## src/rtl/operand_fetch_if.sv

```systemverilog
// Operand-fetch bus: instruction handshake in, register writeback in,
// decoded ALU operation handshake out.
//
// Handshake rule (both channels): a transfer happens on a rising clk edge
// where valid && ready are both 1. The producer holds valid and its payload
// stable until that edge; ready may depend combinationally on the consumer's
// state but never on the producer's valid.
interface operand_fetch_if;
  logic [31:0] instr;
  logic        instr_valid;
  logic        instr_ready;
  logic        wb_en;
  logic [4:0]  wb_addr;
  logic [31:0] wb_data;
  logic        ex_valid;
  logic        ex_ready;
  logic [3:0]  ALUOp;
  logic [31:0] MuxOutA;
  logic [31:0] MuxOutB;
  logic [4:0]  ex_rd;
  logic        illegal;

  // Front end / writeback / ALU side
  modport master (
    output instr, instr_valid, wb_en, wb_addr, wb_data, ex_ready,
    input  instr_ready, ex_valid, ALUOp, MuxOutA, MuxOutB, ex_rd, illegal
  );

  // Operand-fetch stage
  modport slave (
    input  instr, instr_valid, wb_en, wb_addr, wb_data, ex_ready,
    output instr_ready, ex_valid, ALUOp, MuxOutA, MuxOutB, ex_rd, illegal
  );
endinterface

```

## src/rtl/operand_fetch.sv

```systemverilog
// Operand fetch / decode stage for a small MIPS subset. Reads two source
// registers (with same-cycle writeback bypass), decodes the ALU operation
// and holds it in a single output register until the ALU stage consumes it.
module operand_fetch (
  input  logic clk,
  input  logic rst_n,
  operand_fetch_if.slave bus
);

  logic [31:0] regs [32];

  logic [5:0]  opcode;
  logic [5:0]  funct;
  logic [4:0]  rs_idx;
  logic [4:0]  rt_idx;
  logic [31:0] rs_val;
  logic [31:0] rt_val;

  logic        dec_legal;
  logic [3:0]  dec_op;
  logic [31:0] dec_a;
  logic [31:0] dec_b;
  logic [4:0]  dec_rd;

  logic        accept;
  logic        ex_valid_q;
  logic        illegal_q;
  logic [3:0]  op_q;
  logic [31:0] a_q;
  logic [31:0] b_q;
  logic [4:0]  rd_q;

  assign opcode = bus.instr[31:26];
  assign funct  = bus.instr[5:0];
  assign rs_idx = bus.instr[25:21];
  assign rt_idx = bus.instr[20:16];

  // A new instruction may enter whenever the output slot is empty or draining.
  assign bus.instr_ready = !ex_valid_q || bus.ex_ready;
  assign accept          = bus.instr_valid && bus.instr_ready;

  assign bus.ex_valid = ex_valid_q;
  assign bus.illegal  = illegal_q;
  assign bus.ALUOp    = op_q;
  assign bus.MuxOutA  = a_q;
  assign bus.MuxOutB  = b_q;
  assign bus.ex_rd    = rd_q;

  // Register file write port; r0 is never written so it always reads 0.
  always_ff @(posedge clk) begin
    if (!rst_n) begin
      for (int i = 0; i < 32; i++) regs[i] <= '0;
    end else if (bus.wb_en && bus.wb_addr != 5'd0) begin
      regs[bus.wb_addr] <= bus.wb_data;
    end
  end

  // Read ports: r0 forced to 0, a same-cycle writeback to the index wins.
  always_comb begin
    rs_val = '0;
    rt_val = '0;
    if (rs_idx != 5'd0)
      rs_val = (bus.wb_en && bus.wb_addr == rs_idx) ? bus.wb_data : regs[rs_idx];
    if (rt_idx != 5'd0)
      rt_val = (bus.wb_en && bus.wb_addr == rt_idx) ? bus.wb_data : regs[rt_idx];
  end

  // Decode the presented instruction into ALU op, operands and destination.
  always_comb begin
    dec_legal = 1'b0;
    dec_op    = 4'b0000;
    dec_a     = rs_val;
    dec_b     = rt_val;
    dec_rd    = bus.instr[15:11];
    case (opcode)
      6'h00: begin
        dec_legal = 1'b1;
        case (funct)
          6'h20: dec_op = 4'b0000;
          6'h22: dec_op = 4'b0010;
          6'h24: dec_op = 4'b0011;
          6'h25: dec_op = 4'b0101;
          6'h2A: dec_op = 4'b1001;
          6'h00: begin dec_op = 4'b0110; dec_a = {27'b0, bus.instr[10:6]}; end
          6'h02: begin dec_op = 4'b0111; dec_a = {27'b0, bus.instr[10:6]}; end
          6'h03: begin dec_op = 4'b1000; dec_a = {27'b0, bus.instr[10:6]}; end
          default: dec_legal = 1'b0;
        endcase
      end
      6'h08: begin
        dec_legal = 1'b1;
        dec_op    = 4'b0001;
        dec_b     = {{16{bus.instr[15]}}, bus.instr[15:0]};
        dec_rd    = rt_idx;
      end
      6'h0C: begin
        dec_legal = 1'b1;
        dec_op    = 4'b0100;
        dec_b     = {16'h0000, bus.instr[15:0]};
        dec_rd    = rt_idx;
      end
      default: dec_legal = 1'b0;
    endcase
  end

  // Output register: load on legal acceptance, drain on consume, else hold.
  always_ff @(posedge clk) begin
    if (!rst_n) begin
      ex_valid_q <= 1'b0;
      illegal_q  <= 1'b0;
      op_q       <= '0;
      a_q        <= '0;
      b_q        <= '0;
      rd_q       <= '0;
    end else begin
      illegal_q <= accept && !dec_legal;
      if (accept && dec_legal) begin
        ex_valid_q <= 1'b1;
        op_q       <= dec_op;
        a_q        <= dec_a;
        b_q        <= dec_b;
        rd_q       <= dec_rd;
      end else if (bus.ex_ready) begin
        ex_valid_q <= 1'b0;
      end
    end
  end

endmodule

```

## src/flat_wrapper.sv

```systemverilog
// flat-port wrapper written by rule: the top's interface ports become plain ports
module operand_fetch_flat 
  (clk, rst_n, bus_instr, bus_instr_valid, bus_wb_en, bus_wb_addr, bus_wb_data, bus_ex_ready, bus_instr_ready, bus_ex_valid, bus_ALUOp, bus_MuxOutA, bus_MuxOutB, bus_ex_rd, bus_illegal);
  operand_fetch_if bus_i ();
  input  logic clk;
  input  logic rst_n;
  input wire logic [$bits(bus_i.instr)-1:0] bus_instr;
  input wire logic [$bits(bus_i.instr_valid)-1:0] bus_instr_valid;
  input wire logic [$bits(bus_i.wb_en)-1:0] bus_wb_en;
  input wire logic [$bits(bus_i.wb_addr)-1:0] bus_wb_addr;
  input wire logic [$bits(bus_i.wb_data)-1:0] bus_wb_data;
  input wire logic [$bits(bus_i.ex_ready)-1:0] bus_ex_ready;
  output wire logic [$bits(bus_i.instr_ready)-1:0] bus_instr_ready;
  output wire logic [$bits(bus_i.ex_valid)-1:0] bus_ex_valid;
  output wire logic [$bits(bus_i.ALUOp)-1:0] bus_ALUOp;
  output wire logic [$bits(bus_i.MuxOutA)-1:0] bus_MuxOutA;
  output wire logic [$bits(bus_i.MuxOutB)-1:0] bus_MuxOutB;
  output wire logic [$bits(bus_i.ex_rd)-1:0] bus_ex_rd;
  output wire logic [$bits(bus_i.illegal)-1:0] bus_illegal;
  assign bus_i.instr = bus_instr;
  assign bus_i.instr_valid = bus_instr_valid;
  assign bus_i.wb_en = bus_wb_en;
  assign bus_i.wb_addr = bus_wb_addr;
  assign bus_i.wb_data = bus_wb_data;
  assign bus_i.ex_ready = bus_ex_ready;
  assign bus_instr_ready = bus_i.instr_ready;
  assign bus_ex_valid = bus_i.ex_valid;
  assign bus_ALUOp = bus_i.ALUOp;
  assign bus_MuxOutA = bus_i.MuxOutA;
  assign bus_MuxOutB = bus_i.MuxOutB;
  assign bus_ex_rd = bus_i.ex_rd;
  assign bus_illegal = bus_i.illegal;
  operand_fetch u_core (.clk(clk), .rst_n(rst_n), .bus(bus_i));
endmodule
```

## config.mk

```make
export PLATFORM = sky130hd
export DESIGN_NAME = operand_fetch_flat
export DESIGN_NICKNAME = d
export VERILOG_FILES = /design/src/rtl/operand_fetch_if.sv /design/src/rtl/operand_fetch.sv /design/src/flat_wrapper.sv
export SDC_FILE = /design/constraint.sdc
export NUM_CORES = 2
export LEC_CHECK = 0
export BUFFER_PORTS_ARGS = -buffer_cell sky130_fd_sc_hd__buf_2
export CORE_AREA = 2 2 314 440
export CTS_CLUSTER_SIZE = 20
export DETAILED_ROUTE_END_ITERATION = 12
export DIE_AREA = 0 0 316 442
export PLACE_DENSITY = 0.6
export SYNTH_ARGS = -nofsm -noshare
export SYNTH_HDL_FRONTEND = slang
export SYNTH_SLANG_ARGS = --single-unit
```

## constraint.sdc

```tcl
create_clock -name clk -period 7.23 [get_ports clk]
set_input_delay 1.0845 -clock clk [delete_from_list [all_inputs] [get_ports clk]]
set_output_delay 1.0845 -clock clk [all_outputs]
set_load 0.05 [all_outputs]
```

### After elaboration in Yosys (flattened, before gate mapping)

Memory sizes are Yosys's and may differ from the RTL's.
Cells that the tools add are included.

* logic and storage cells: 58
* RAM bits: 1024
* register bits: 75
* input port bits: 74
* memories: 1
* output and inout port bits: 76

Memories
* u_core.regs: words 32, width 32, rd ports 2, clocked after Yosys merged registers in 0, write ports 32, line operand_fetch.sv:10 `logic [31:0] regs [32];`

* mux-type cells: 21
* equal/unequal tests: 11
* reductions and logical operators: 19

Operators by type and width (count)
* 2-to-1 mux 32 bit: 7
* case mux 32 bit (2 select lines): 1
* OR reduction 32 bit: 1
* == test 6 bit (second input constant): 5
* case mux 4 bit (7 select lines): 1
* nonzero test 5 bit: 3
* == test 6 x 2 -> 1 bit (second input constant): 2
* == test 6 x 4 -> 1 bit (second input constant): 2
* logical NOT 6 bit: 2
* case mux 4 bit (3 select lines): 1
* == test 5 bit: 2
* 2-to-1 mux 5 bit: 2
* 2-to-1 mux 1 bit: 8
* OR reduction 8 bit: 1
* logical AND 1 bit: 6
* OR reduction 3 bit: 1
* logical NOT 1 bit: 2
* case mux 1 bit (2 select lines): 1
* nonzero test 2 bit: 1
* OR reduction 2 bit: 1
* logical OR 1 bit: 1

### Longest topological paths before layout

* depth in word-level cells: 7
* depth in mapped cells: 11
* gate-level depth less buffers: 6

### Worst setup path after synthesis

No wires, ideal clock.

* kind: in2reg
* start point: in bus_wb_addr[2]
* end point: mem u_core.regs[28][0], enable pin
* setup time: 466 ps
* slack: 2408 ps
* data required time: 6764 ps
* data arrival time: 4357 ps
* path buffers: 3
* stages: 6
* cells stage by stage: clkbuf_1 > or3_1 > clkbuf_1 > nand3b_1 > clkbuf_1 > o21ai_0

RTL lines
* from (decl): line flat_wrapper.sv:10 `input wire logic [$bits(bus_i.wb_addr)-1:0] bus_wb_addr;`
* to (decl): line operand_fetch.sv:10

==> impl_metrics.csv <==
group,metric,value,unit
status,status,"finished with violations",
status,violations,"max-capacitance violations",
worst_hold_path,min-delay-start,"u_core.bus.ALUOp[1]",
timing,rsz0062_at_grt,"false",
timing,finalCritPeriodShare,50.7,%
synthesis,synth_top_area_share,53.0,%
timing,fin_tns_setup,0,ns
clock_tree,cts_root_buf,"clkbuf_16",
power_and_ir_drop,peakVddDrop,184,uV
global_routing,grt_pass1_vias,38700,
final_layout,syn_to_final_growth,11.4,%
timing,skew,0.0456,ns
place,gp_congestion,0.868,
global_routing,grt_use_total,31.1,%
final_layout,final_nets,4129,
synthesis,yosysTopAreaCell,"edfxtp_1",
synthesis,ys_types,62,
place,dp.cells,5728,
power_and_ir_drop,internal-power,11.2,mW
timing,max_slew_margin,1.04,%
worst_hold_path,min_path_cells,2,
die,dieArea,140000,sq um
synthesis,yosys_warnings,0,
setup_path,critPathKind,"in2reg",
power_and_ir_drop,combPwrFrac,11.7,%
setup_path,rr_worst_depth,8,
timing,final-hold-violation-count,0,
setup_path,reg2reg_to,"u_core.bus.MuxOutA[30]",
global_routing,grt_max_degree,91,
clock_tree,cts_setup_buffers,0,
timing,fmax,0.273,GHz
final_layout,final_cells,5936,
clock_tree,cts_sinks,1099,
clock_tree,clock_latency,0.75,ns
global_routing,grt_pass1_wl,302,mm
timing,worst_slew_pin_slew,1.48,ns
synthesis,ys_ff_latch,1099,
synthesis,synth-edff-count,1024,
synthesis,synthesis.area,58000,sq um
route,wl_per_cell,36.9,um
timing,setup_violations,0,
clock_tree,cts_max_level,3,
synthesis,synth_area_leaders,"edfxtp_1 53%, mux4_2 17%, and2_1 11%",
setup_path,cp.required,7.58,ns
setup_path,endpoint_kind,"flip-flop",
synthesis,synth_area_per_cell,14.2,sq um
timing,slew_viol_final,0,
clock_tree,cts_buffer_depth,3,
die,die_x,316,um
synthesis,ys.flop_type,"edfxtp_1",
clock_tree,hold_buffers,0,
route,vias,38700,
route,vias_per_cell,6.53,
global_routing,grt_overflow,0,
synthesis,yosysMostFrequentCell,"edfxtp_1",
setup_path,start_kind,"input pin",
setup_path,crit_buf_inv,3,
die,start_util,42.8,%
setup_path,r2r_start,"u_core.bus.ex_valid",
worst_hold_path,hp-class,"reg2reg",
power_and_ir_drop,switching_share,25.6,%
timing,finalCriticalPeriod,3.66,ns
place,dp_hpwl,134,mm
synthesis,ys_seq_area_share,55.6,%
setup_path,path_cells,"buf_2 -> or3_1 -> nand3b_1 -> buf_4 -> o21ai_4 -> buf_4",
setup_path,critPathMaxFanout,21,
global_routing,antenna_found_initial,25,
setup_path,cp_slowest_cell,"buf_4",
route,drt_iter0_drc,5007,
die,placeableCoreArea,136000,sq um
die,io_pins,150,
route,totalWireLength,219,mm
power_and_ir_drop,finalPower,15.1,mW
power_and_ir_drop,cellLeakagePower,22.4,nW
route,drc,0,
die,fp.dieH,442,um
setup_path,path_delay_family,"buffers and inverters",
setup_path,max_stage_delay,0.61,ns
power_and_ir_drop,clkPwrFrac,38.9,%
setup_path,cp_data_arrival_time,4.01,ns
clock_tree,cts-resized-gates,0,
setup_path,worst-path-stages,6,
power_and_ir_drop,power.density,234,nW/um^2
setup_path,r2r_slack,4.29,ns
final_layout,drive_gt1_share,23.6,%
power_and_ir_drop,netSwitchingPower,3.87,mW
flow_run,drv_cap,2,
clock_tree,cts_tree,"built",
clock_tree,numCtsBuffers,106,
route,dr.pass1.iters,8,
power_and_ir_drop,pwr-share-seq,49.4,%
place,io_buffers,149,
synthesis,synth.top_cells.by_count,"1024 x edfxtp_1, 996 x and2_1, 435 x mux4_2",
worst_hold_path,hold_end,"u_core.bus.ALUOp[1]",
route,ant_nets,0,
clock_tree,clkTransAtPathRegs,0.06,ns
synthesis,async_flop_share,0,%
die,rows,160,
place,dp_slack,2.91,ns
synthesis,postSynthCellCount,4082,
setup_path,critical_path.most_common_cell,"buf_4",
timing,setup_slack,3.57,ns
-- flip-flops by register name (all words and copies together) (netlist names) --
signal	flops
u_core.bus.ALUOp	4
u_core.bus.MuxOutA	32
u_core.bus.MuxOutB	32
u_core.bus.ex_rd	5
u_core.bus.ex_valid	1
u_core.bus.illegal	1
u_core.regs	1024
-- worst max-delay path by stage --
stage	slack, ns	end	from
detailed placement	2.91	u_core.regs[24][16]	bus_wb_addr[2]
global placement	2.94	u_core.bus.MuxOutA[27]	bus_instr[25]
global route	3.52	u_core.bus.MuxOutA[29]	bus_instr[25]
finish	3.57	u_core.regs[8][20]	bus_wb_addr[3]
CTS	3.66	u_core.regs[8][20]	bus_wb_addr[2]
floorplan	2.41	u_core.regs[28][0]	bus_wb_addr[2]
-- power by group through the flow --
| stage | combinational [mW] | sequential, mW | clock (mW) |
|---|---|---|---|
| 5_1_grt | 1.83 | 7.49 | 6.12 |
| 3_5_place_dp | 1.75 | 7.59 | 0 |
| 2_1_floorplan | 1.08 | 7.55 | 0 |
| 4_1_cts | 1.75 | 7.46 | 5.90 |
| 6_report | 1.77 | 7.47 | 5.87 |
| 3_3_place_gp | 1.74 | 7.57 | 0 |
-- cells by family after synthesis --
logic type / share of synthesized area (%)
DFF: 55.6
AOI/OAI and AO/OA: 5.37
other: 0.00647
muxes: 22.4
and+or+nand+nor: 13.3
xor gates and xnor gates: 0.181
buffers and inverters: 3.09
-- worst reg2reg max path, cell delays in order, from the launching register on --
cell and delay (ns):
dfxtp_1 0.34, nand2b_1 0.17, and4_1 0.27, a21oi_4 0.40
buf_4 0.72, nor3_4 0.11, buf_4 0.34, a22o_1 0.29
a32o_1 0.21
-- placed cells by master, fill, tap and decap left out, drive strengths merged, types with 42 or more instances in the layout --
| cell type | count |
|---|---|
| dfxtp | 75 |
| a22oi | 63 |
| clkbuf | 138 |
| a221oi | 66 |
| nand2 | 108 |
| a21oi | 53 |
| buf | 263 |
| o21ai | 122 |
| o22ai | 57 |
| mux4 | 438 |
| nand3 | 53 |
| mux2i | 285 |
| clkinv | 42 |
| nor2 | 102 |
| and2 | 996 |
| edfxtp | 1024 |
-- final cells by class --
cell class / count / area, sq um
flip-flops and latches: 1099 / 32300
diodes: 6 / 15.0
fillers: 11600 / 70900
multi-input cells: 2580 / 24700
clock inverters: 63 / 742
inverters: 5 / 23.8
clock buffers: 138 / 2860
well taps: 1782 / 2230
repair buffers: 263 / 1770
-- layer usage --
layer  wire length, um  vias up  GRT usage (%)  part of all wire (%)
met2            105000     2467           50.5                    48
met3             21300      643           6.16                   9.7
met5                31        -              0                 0.014
li1                  -    15500              -                     -
met1             78000    20100           38.6                    36
met4             14500        4           18.3                   6.6
-- stage by stage --
stage / utilization [%] / hold slack [ns] / area (sq um)
2_1_floorplan: - / 0.671 / 58100
3_3_place_gp: 45.0 / 0.451 / 61000
3_5_place_dp: 45.0 / 0.450 / 61000
4_1_cts: 47.6 / 0.459 / 64600
5_1_grt: 47.7 / 0.488 / 64600
6_report: 47.7 / 0.454 / 64600
(Power assumes the default switching activity.)
